<file path="src/rtl/bwt_prefix_sorter.sv">
// Burrows-Wheeler transform engine built on prefix-doubling suffix sorting.
// Each phase forms (rank[i], rank[i+k], i) keys, sorts them with an N-pass
// odd-even transposition network, and then re-ranks them. The engine stops
// when every rank is unique or when the doubled prefix covers the string.
// Linear mode treats positions past the end as rank 0. Cyclic mode wraps
// the index so that whole rotations are compared.
module bwt_prefix_sorter #(
  parameter int N  = 8,
  parameter int W  = 8,
  parameter int IW = $clog2(N),
  parameter int RW = ((W + 1) > $clog2(N + 1)) ? (W + 1) : $clog2(N + 1)
) (
  input  logic            clk,
  input  logic            rst,
  input  logic            start,
  input  logic            mode_cyclic,
  input  logic [N*W-1:0]  string_in,
  output logic            busy,
  output logic            done,
  output logic [N*IW-1:0] sa_out,
  output logic [N*W-1:0]  bwt_out,
  output logic [IW-1:0]   primary_idx,
  output logic [3:0]      phases
);

  localparam int CW = IW + 1;  // width of k and of the pass/entry counter
  localparam int KW = IW + 2;  // width of i+k, wide enough never to wrap

  localparam logic [CW-1:0] LAST_C   = CW'(N - 1);
  localparam logic [CW-1:0] CNT_ONE  = CW'(1);
  localparam logic [RW-1:0] RANK_ONE = RW'(1);
  localparam logic [RW-1:0] N_RANK_C = RW'(N);
  localparam logic [KW-1:0] N_WIDE_C = KW'(N);

  typedef enum logic [2:0] {
    S_IDLE   = 3'd0,
    S_KEYS   = 3'd1,
    S_SORT   = 3'd2,
    S_RANK   = 3'd3,
    S_CHECK  = 3'd4,
    S_FINISH = 3'd5
  } state_t;

  state_t state_r, state_s;

  logic [W-1:0]    char_r [N];
  logic            cyc_r;
  logic [RW-1:0]   rank_r [N];
  logic [RW-1:0]   r1_r   [N];
  logic [RW-1:0]   r2_r   [N];
  logic [IW-1:0]   id_r   [N];
  logic [CW-1:0]   k_r;
  logic [CW-1:0]   cnt_r;
  logic [RW-1:0]   bucket_r;
  logic [3:0]      phases_r;
  logic            busy_r;
  logic            done_r;
  logic [N*IW-1:0] sa_r;
  logic [N*W-1:0]  bwt_r;
  logic [IW-1:0]   prim_r;

  // Strict ordering of full keys; idx as the last field makes the order total.
  function automatic logic key_gt(
    input logic [RW-1:0] a1, input logic [RW-1:0] a2, input logic [IW-1:0] ai,
    input logic [RW-1:0] b1, input logic [RW-1:0] b2, input logic [IW-1:0] bi
  );
    return {a1, a2, ai} > {b1, b2, bi};
  endfunction

  // Second-key lookup: rank of position i+k, or 0 / wrapped index past the end.
  logic [KW-1:0] key_sum_s  [N];
  logic [KW-1:0] key_wrap_s [N];
  logic [RW-1:0] key_r2_s   [N];
  always_comb begin
    for (int i = 0; i < N; i++) begin
      key_sum_s[i]  = KW'(i) + KW'(k_r);
      key_wrap_s[i] = key_sum_s[i] - N_WIDE_C;
      if (key_sum_s[i] < N_WIDE_C) begin
        key_r2_s[i] = rank_r[key_sum_s[i][IW-1:0]];
      end else if (cyc_r) begin
        key_r2_s[i] = rank_r[key_wrap_s[i][IW-1:0]];
      end else begin
        key_r2_s[i] = {RW{1'b0}};
      end
    end
  end

  // One odd-even transposition pass; the pass parity selects the pairs.
  logic [RW-1:0] srt_r1_s [N];
  logic [RW-1:0] srt_r2_s [N];
  logic [IW-1:0] srt_id_s [N];
  always_comb begin
    for (int i = 0; i < N; i++) begin
      srt_r1_s[i] = r1_r[i];
      srt_r2_s[i] = r2_r[i];
      srt_id_s[i] = id_r[i];
    end
    for (int i = 0; i + 1 < N; i++) begin
      if ((i[0] == cnt_r[0]) &&
          key_gt(r1_r[i], r2_r[i], id_r[i], r1_r[i+1], r2_r[i+1], id_r[i+1])) begin
        srt_r1_s[i]   = r1_r[i+1];
        srt_r2_s[i]   = r2_r[i+1];
        srt_id_s[i]   = id_r[i+1];
        srt_r1_s[i+1] = r1_r[i];
        srt_r2_s[i+1] = r2_r[i];
        srt_id_s[i+1] = id_r[i];
      end else begin
        srt_id_s[i] = srt_id_s[i];  // pair already ordered or not in this pass
      end
    end
  end

  // Re-ranking step for sorted entry j: open a new bucket when the pair changes.
  logic [IW-1:0] rank_j_s;
  logic [IW-1:0] rank_p_s;
  logic [RW-1:0] bucket_s;
  always_comb begin
    rank_j_s = cnt_r[IW-1:0];
    if (cnt_r == {CW{1'b0}}) begin
      rank_p_s = rank_j_s;
      bucket_s = RANK_ONE;
    end else begin
      rank_p_s = rank_j_s - IW'(1);
      if ((r1_r[rank_j_s] != r1_r[rank_p_s]) || (r2_r[rank_j_s] != r2_r[rank_p_s])) begin
        bucket_s = bucket_r + RANK_ONE;
      end else begin
        bucket_s = bucket_r;
      end
    end
  end

  // Stop once every rank is unique or once the prefix length covers the string.
  logic finish_s;
  always_comb begin
    finish_s = (bucket_r == N_RANK_C) || ({k_r, 1'b0} >= N_WIDE_C);
  end

  // Derive the suffix array, the BWT column and the primary index from the sorted entries.
  logic [N*IW-1:0] fin_sa_s;
  logic [N*W-1:0]  fin_bwt_s;
  logic [IW-1:0]   fin_prim_s;
  logic [IW-1:0]   fin_src_s [N];
  always_comb begin
    fin_prim_s = {IW{1'b0}};
    for (int j = 0; j < N; j++) begin
      fin_sa_s[j*IW +: IW] = id_r[j];
      if (id_r[j] == {IW{1'b0}}) begin
        fin_src_s[j] = IW'(N - 1);
        fin_prim_s   = IW'(j);
      end else begin
        fin_src_s[j] = id_r[j] - IW'(1);
      end
      fin_bwt_s[j*W +: W] = char_r[fin_src_s[j]];
    end
  end

  // FSM state register.
  always_ff @(posedge clk) begin
    if (rst) begin
      state_r <= S_IDLE;
    end else begin
      state_r <= state_s;
    end
  end

  // FSM next-state logic.
  always_comb begin
    state_s = state_r;
    case (state_r)
      S_IDLE: begin
        if (start) state_s = S_KEYS;
        else       state_s = S_IDLE;
      end
      S_KEYS: state_s = S_SORT;
      S_SORT: begin
        if (cnt_r == LAST_C) state_s = S_RANK;
        else                 state_s = S_SORT;
      end
      S_RANK: begin
        if (cnt_r == LAST_C) state_s = S_CHECK;
        else                 state_s = S_RANK;
      end
      S_CHECK: begin
        if (finish_s) state_s = S_FINISH;
        else          state_s = S_KEYS;
      end
      S_FINISH: state_s = S_IDLE;
      default:  state_s = S_IDLE;
    endcase
  end

  // Datapath: latch inputs, build the keys, sort and re-rank them, then publish the results.
  always_ff @(posedge clk) begin
    if (rst) begin
      cyc_r    <= 1'b0;
      k_r      <= {CW{1'b0}};
      cnt_r    <= {CW{1'b0}};
      bucket_r <= {RW{1'b0}};
      phases_r <= 4'd0;
      busy_r   <= 1'b0;
      done_r   <= 1'b0;
      sa_r     <= {(N*IW){1'b0}};
      bwt_r    <= {(N*W){1'b0}};
      prim_r   <= {IW{1'b0}};
      for (int i = 0; i < N; i++) begin
        char_r[i] <= {W{1'b0}};
        rank_r[i] <= {RW{1'b0}};
        r1_r[i]   <= {RW{1'b0}};
        r2_r[i]   <= {RW{1'b0}};
        id_r[i]   <= {IW{1'b0}};
      end
    end else begin
      done_r <= 1'b0;
      case (state_r)
        S_IDLE: begin
          if (start) begin
            cyc_r    <= mode_cyclic;
            k_r      <= CNT_ONE;
            phases_r <= 4'd0;
            busy_r   <= 1'b1;
            for (int i = 0; i < N; i++) begin
              char_r[i] <= string_in[i*W +: W];
              rank_r[i] <= RW'(string_in[i*W +: W]) + RANK_ONE;
            end
          end
        end
        S_KEYS: begin
          cnt_r <= {CW{1'b0}};
          for (int i = 0; i < N; i++) begin
            r1_r[i] <= rank_r[i];
            r2_r[i] <= key_r2_s[i];
            id_r[i] <= IW'(i);
          end
        end
        S_SORT: begin
          cnt_r <= (cnt_r == LAST_C) ? {CW{1'b0}} : cnt_r + CNT_ONE;
          for (int i = 0; i < N; i++) begin
            r1_r[i] <= srt_r1_s[i];
            r2_r[i] <= srt_r2_s[i];
            id_r[i] <= srt_id_s[i];
          end
        end
        S_RANK: begin
          cnt_r                    <= (cnt_r == LAST_C) ? {CW{1'b0}} : cnt_r + CNT_ONE;
          bucket_r                 <= bucket_s;
          rank_r[id_r[rank_j_s]]   <= bucket_s;
        end
        S_CHECK: begin
          phases_r <= phases_r + 4'd1;
          if (!finish_s) k_r <= {k_r[CW-2:0], 1'b0};
        end
        S_FINISH: begin
          sa_r   <= fin_sa_s;
          bwt_r  <= fin_bwt_s;
          prim_r <= fin_prim_s;
          busy_r <= 1'b0;
          done_r <= 1'b1;
        end
        default: begin
          busy_r <= 1'b0;
        end
      endcase
    end
  end

  assign busy        = busy_r;
  assign done        = done_r;
  assign sa_out      = sa_r;
  assign bwt_out     = bwt_r;
  assign primary_idx = prim_r;
  assign phases      = phases_r;

endmodule

</file>
<file path="config.mk">
export PLATFORM = sky130hd
export DESIGN_NAME = bwt_prefix_sorter
export DESIGN_NICKNAME = d
export VERILOG_FILES = /design/src/rtl/bwt_prefix_sorter.sv
export SDC_FILE = /design/constraint.sdc
export NUM_CORES = 2
export LEC_CHECK = 0
export BUFFER_PORTS_ARGS = -buffer_cell sky130_fd_sc_hd__buf_2
export CAP_MARGIN = 40
export CORE_MARGIN = 5
export CORE_UTILIZATION = 50
export CTS_CLUSTER_SIZE = 25
export DETAILED_ROUTE_END_ITERATION = 10
export PLACE_DENSITY_LB_ADDON = 0.2
export SLEW_MARGIN = 20
export SYNTH_ARGS = -nofsm -noshare
export SYNTH_HDL_FRONTEND = slang
export SYNTH_SLANG_ARGS = --single-unit
</file>
<file path="constraint.sdc">
create_clock -name clk -period 5.8 [get_ports clk]
set_clock_uncertainty 0.15 [all_clocks]
set_input_delay 1.16 -clock clk [delete_from_list [all_inputs] [get_ports clk]]
set_output_delay 1.16 -clock clk [all_outputs]
set_load 0.005 [all_outputs]
</file>
After elaboration in Yosys (flattened, before gate mapping):

Memories as Yosys holds them, arrays and structs flattened. A register that Yosys moved wholly into a read port is not among the register bits.
Cells that the tools add are included.

* order comparisons: 16
* reductions and logical operators: 28
* bitwise gates (word level): 66
* equal/unequal tests: 11
* multiplexer cells: 166
* $add $sub $neg: 35

Operators with widths (number)
* 2-to-1 mux 9 bit: 59
* 2-to-1 mux 18 bit: 14
* 2-to-1 mux 3 bit: 55
* greater-than comparator 21 bit: 7
* adder 8 x 1 -> 9 bit (second input constant): 8
* 2-to-1 mux 8 bit: 8
* OR 1 bit: 64
* subtractor 3 x 1 -> 3 bit (second input constant): 17
* < comparator 5 x 4 -> 1 bit (second input constant): 7
* zero test 3 bit: 9
* case mux 4 bit (2 select lines): 3
* 2-to-1 mux 1 bit: 21
* adder 3 x 4 -> 5 bit (first input constant): 4
* != test 9 bit: 2
* 2-to-1 mux 4 bit: 4
* case mux 3 bit (5 select lines): 1
* adder 2 x 4 -> 5 bit (first input constant): 2
* adder 9 x 1 -> 9 bit (second input constant): 1
* == test 9 x 4 -> 1 bit (second input constant): 1
* OR reduction 9 bit: 1
* adder 4 x 1 -> 4 bit (second input constant): 2
* logical AND 1 bit: 7
* == test 3 x 2 -> 1 bit (second input constant): 2
* == test 3 bit (second input constant): 2
* other kinds (15): 21

* memories kept: 5
* RAM bits: 304
* flip-flop bits (word level): 54
* logic and storage cells: 337
* bits of input ports: 68
* output and inout bits: 97

Memories
* r1_r: words 8, width 9, rd ports 10, clocked after memory_dff 1, write ports 8, line 49 `logic [RW-1:0] r1_r [N];`
* r2_r: words 8, width 9, rd ports 10, clocked after memory_dff 1, write ports 8, line 50 `logic [RW-1:0] r2_r [N];`
* rank_r: words 8, width 9, rd ports 24, clocked after memory_dff 1, write ports 8, line 48 `logic [RW-1:0] rank_r [N];`
* char_r: words 8, width 8, rd ports 8, clocked after memory_dff 8, write ports 8, line 46 `logic [W-1:0] char_r [N];`
* id_r: words 8, width 3, rd ports 9, clocked after memory_dff 1, write ports 8, line 51 `logic [IW-1:0] id_r [N];`

Depth between registers and ports, before layout:

An unclocked memory read counts as a cell.

* word-level depth: 11
* mapped depth: 18
* mapped depth without buffers: 12

Worst setup path after synthesis:

No wires, ideal clock.

* kind: register -> register
* from: register cnt_r[0]
* to: memory rank_r[0][5] (netlist name), data pin
* setup slack: 1598 ps
* required time: 5375 ps
* arrival: 3777 ps
* library setup time: 275 ps
* buffers on the path: 5
* stages on the path, launching flop included: 18
* period minus slack after synthesis: 4202 ps
* cells stage by stage: dfxtp_1 > buf_6 > buf_6 > clkbuf_1 > inv_1 > ha_1 > buf_4 > clkbuf_1 > mux4_2 > mux2i_1 > xnor2_1 > nand4_1 > nor3_2 > nand4_4 > nand4_1 > nor2_1 > xnor2_1 > o22ai_1

RTL lines
* start, declared: line 53 `logic [CW-1:0] cnt_r;`
* start signal, assigned: line 197 `cnt_r <= {CW{1'b0}};`
* start signal, assigned: line 228 `cnt_r <= {CW{1'b0}};`
* start signal, assigned: line 236 `cnt_r <= (cnt_r == LAST_C) ? {CW{1'b0}} : cnt_r + CNT_ONE;`
* end, declared: line 48

==> impl_metrics.csv <==
group,metric,value,unit
status,status,"completed",
cells_and_area,synthToLayoutAreaGrowth,11.3,%
die,io-pin-count,165,
drt,drcViolationCount,0,
placement,place.gp.congestion,1.00,
placement,pre_cts_ws,1.16,ns
power,clkPwrFrac,0.275,
die,die_h,263,um
logic_synthesis,ys_warn_count,0,
worst_setup_path,cp.arrival,4.62,ns
grt,grt_pass1_wl,190,mm
logic_synthesis,synth.area.top_cells,"edfxtp_1, mux4_2, dfxtp_1",
grt,grt_max_degree,86,
cells_and_area,drive_above_1_share,0.185,
placement,port_buffers,164,
logic_synthesis,synth.cell_area,32100,um2
die,core-area,63300,um2
cells_and_area,final_nets,3498,
worst_setup_path,critPathLaunchType,"flip-flop",
drt,antenna_left,0,
timing,period_minus_slack,4.44,ns
worst_setup_path,cp.required,5.97,ns
timing,post-route-period-util,0.766,
grt,first_global_vias,27300,
timing,final.setup.tns,0,ns
clock_network,cts_buffers,49,
drt,routed_wl,131,mm
drt,routed_via_density,6.94,
timing,finalHoldViolCount,0,
power,power.density,318,nW/um2
die,fp.dieArea,69300,um2
cells_and_area,finalInstanceArea,35700,um2
timing,slew_headroom,0.379,
clock_network,clkLatencyLatePin,0.61,ns
run,cap_violations,0,
logic_synthesis,synth-seq-area-share,0.361,
power,power_frac_seq,0.390,
logic_synthesis,yosysUniqueCellTypes,68,
die,start_util,0.506,
timing,holdWs,0.307,ns
power,p_int,7.00,mW
grt,grt_overflow,0,
die,row_count,92,
power,peakVddDrop,0.000249,V
clock_network,clock_path_buffers,3,
cells_and_area,final_cell_mix,"nand2_1, edfxtp_1, mux4_2, ha_1",
cells_and_area,final_util,0.563,
drt,firstDrtPassIters,6,
timing,max_freq,225,MHz
logic_synthesis,netlist_instances,3141,
power,p_switching,4.34,mW
worst_setup_path,criticalPathCategory,"flip-flop to flip-flop",
timing,slew_viol_final,0,
clock_network,clkTransAtPathRegs,0.07,ns
cells_and_area,layout_commonest_cell,"nand2_1",
clock_network,h-tree-depth,2,
clock_network,cts_setup_buffers,0,
power,combPwrFrac,0.335,
logic_synthesis,synth_seq_cells,428,
worst_setup_path,crit_path_end_kind,"flip-flop",
timing,finalSetupViolCount,0,
worst_setup_path,crit_fanout,46,
drt,wl_per_cell,31.8,um
logic_synthesis,synth_top_cell_by_area,"edfxtp_1",
logic_synthesis,syn-num-nets,3393,
logic_synthesis,netlist.area_leader.share,0.282,
drt,vias,28700,
timing,worstMarginPinSlew,0.931,ns
power,swShare,0.383,
logic_synthesis,syn_area_per_cell,10.2,um2
grt,antenna_found_initial,4,
clock_network,cts_root_buffer,"clkbuf_16",
clock_network,ctsHoldBuffers,0,
placement,placed_cell_area,34000,um2
die,die_width,263,um
timing,rsz0062_at_grt,"false",
clock_network,post_cts_resized,0,
clock_network,cts_sinks,428,
logic_synthesis,synthFlopType,"edfxtp_1",
grt,grtUsageTotal,0.365,
min_path,hold_path.class,"flip-flop to flip-flop",
placement,hpwlAfterDp,101,mm
logic_synthesis,synth_edf_count,301,
clock_network,cts_tree,"yes",
timing,layout_setup_ws,1.36,ns
logic_synthesis,ys_async_sr_fraction,0,
drt,drt_iter0_markers,4410,
power,leakage,13.4,nW
==> sequential cells by signal, summed over array words and instances (netlist names), named ones only <==
| register | count |
|---|---|
| bucket_r | 9 |
| busy | 1 |
| bwt_out | 64 |
| char_r | 64 |
| cnt_r | 4 |
| cyc_r | 1 |
| done | 1 |
| id_r | 24 |
| k_r | 4 |
| phases | 4 |
| primary_idx | 3 |
| r1_r | 72 |
| r2_r | 72 |
| rank_r | 72 |
| sa_out | 24 |
| state_r | 3 |
==> kinds of logic (layout without fill, tap and decap cells) <==
| kind of cell | after synthesis | in the layout | share of synthesized area |
|---|---|---|---|
| buf+inv | 373 | 516 | 0.0476 |
| mux | 359 | 359 | 0.198 |
| other cells | 0 | 3 | 0 |
| compound gates | 758 | 758 | 0.160 |
| fa+ha+maj | 184 | 184 | 0.0718 |
| simple gates | 958 | 958 | 0.138 |
| flops | 428 | 428 | 0.361 |
| xor+xnor | 81 | 81 | 0.0238 |
==> cell type report <==
class | count | area [um2]
clock buffer | 61 | 1340
multi-input combinational | 2340 | 19100
clock inverter | 28 | 231
timing repair buffer | 261 | 1720
antenna | 3 | 7.51
fill | 5566 | 27600
sequential | 428 | 11600
tap | 846 | 1060
inverter | 166 | 623
==> Yosys cell counts, drive strengths merged, types with 4 or more instances <==
| cell | n |
|---|---|
| xnor2 | 45 |
| a211oi | 132 |
| mux4 | 216 |
| clkbuf | 161 |
| xor2 | 36 |
| and2 | 55 |
| o21a | 18 |
| o32ai | 4 |
| ha | 184 |
| o22ai | 85 |
| o21ai | 108 |
| and4 | 5 |
| a31oi | 43 |
| nand2b | 11 |
| nor2b | 102 |
| nor4 | 4 |
| nor2 | 166 |
| nand3 | 52 |
| o31ai | 24 |
| mux2 | 11 |
| nand4 | 38 |
| a221o | 28 |
| nor3 | 67 |
| a22o | 9 |
| a2111oi | 4 |
| o2bb2ai | 9 |
| edfxtp | 301 |
| buf | 46 |
| a22oi | 68 |
| a311oi | 43 |
| and3 | 9 |
| mux2i | 132 |
| inv | 166 |
| a21o | 44 |
| a21oi | 127 |
| dfxtp | 127 |
| nand2 | 434 |
==> worst max-delay path: stages, from the launching register on <==
cell and delay (ns):
dfxtp_2 0.33, buf_4 0.65, mux4_1 0.66, mux2i_1 0.17, xnor2_1 0.21, nand4_1 0.16
nor3_2 0.33, nand4_4 0.27, nand4_1 0.33, nor3_2 0.10, xnor2_1 0.56, o22ai_1 0.22
==> power by group through the flow <==
stage	sequential, mW	clock, mW	combinational, mW
after floorplan	4.02	0	2.54
after global placement	4.40	0	3.55
after detailed placement	4.42	0	3.67
after CTS	4.35	3.14	3.69
after global routing	4.43	3.26	4.04
final	4.43	3.12	3.80
==> per-layer routing <==
metal  up-vias  wire, um  GRT usage
met5         -        41          0
met4         6      5730      0.129
met3       275     19100      0.126
met2      2024     54800      0.522
met1     14200     51700      0.517
li1      12200         -          -
==> stage by stage <==
stage | power, mW | std cells
after global placement | 7.95 | 4011
after CTS | 11.2 | 4124
final | 11.3 | 4133
after detailed placement | 8.09 | 4035
after global routing | 11.7 | 4130
after floorplan | 6.56 | 3141
==> final timing paths <==
check	from	to	slack [ns]	depth (start not counted)
min	sa_out[19]	sa_out[19]	0.31	2
max	cnt_r[0]	rank_r[2][7]	1.36	11
min reg2reg	sa_out[19]	sa_out[19]	0.31	2
max reg2reg	cnt_r[0]	rank_r[2][7]	1.36	11
Power figures use the tool's default switching activity.
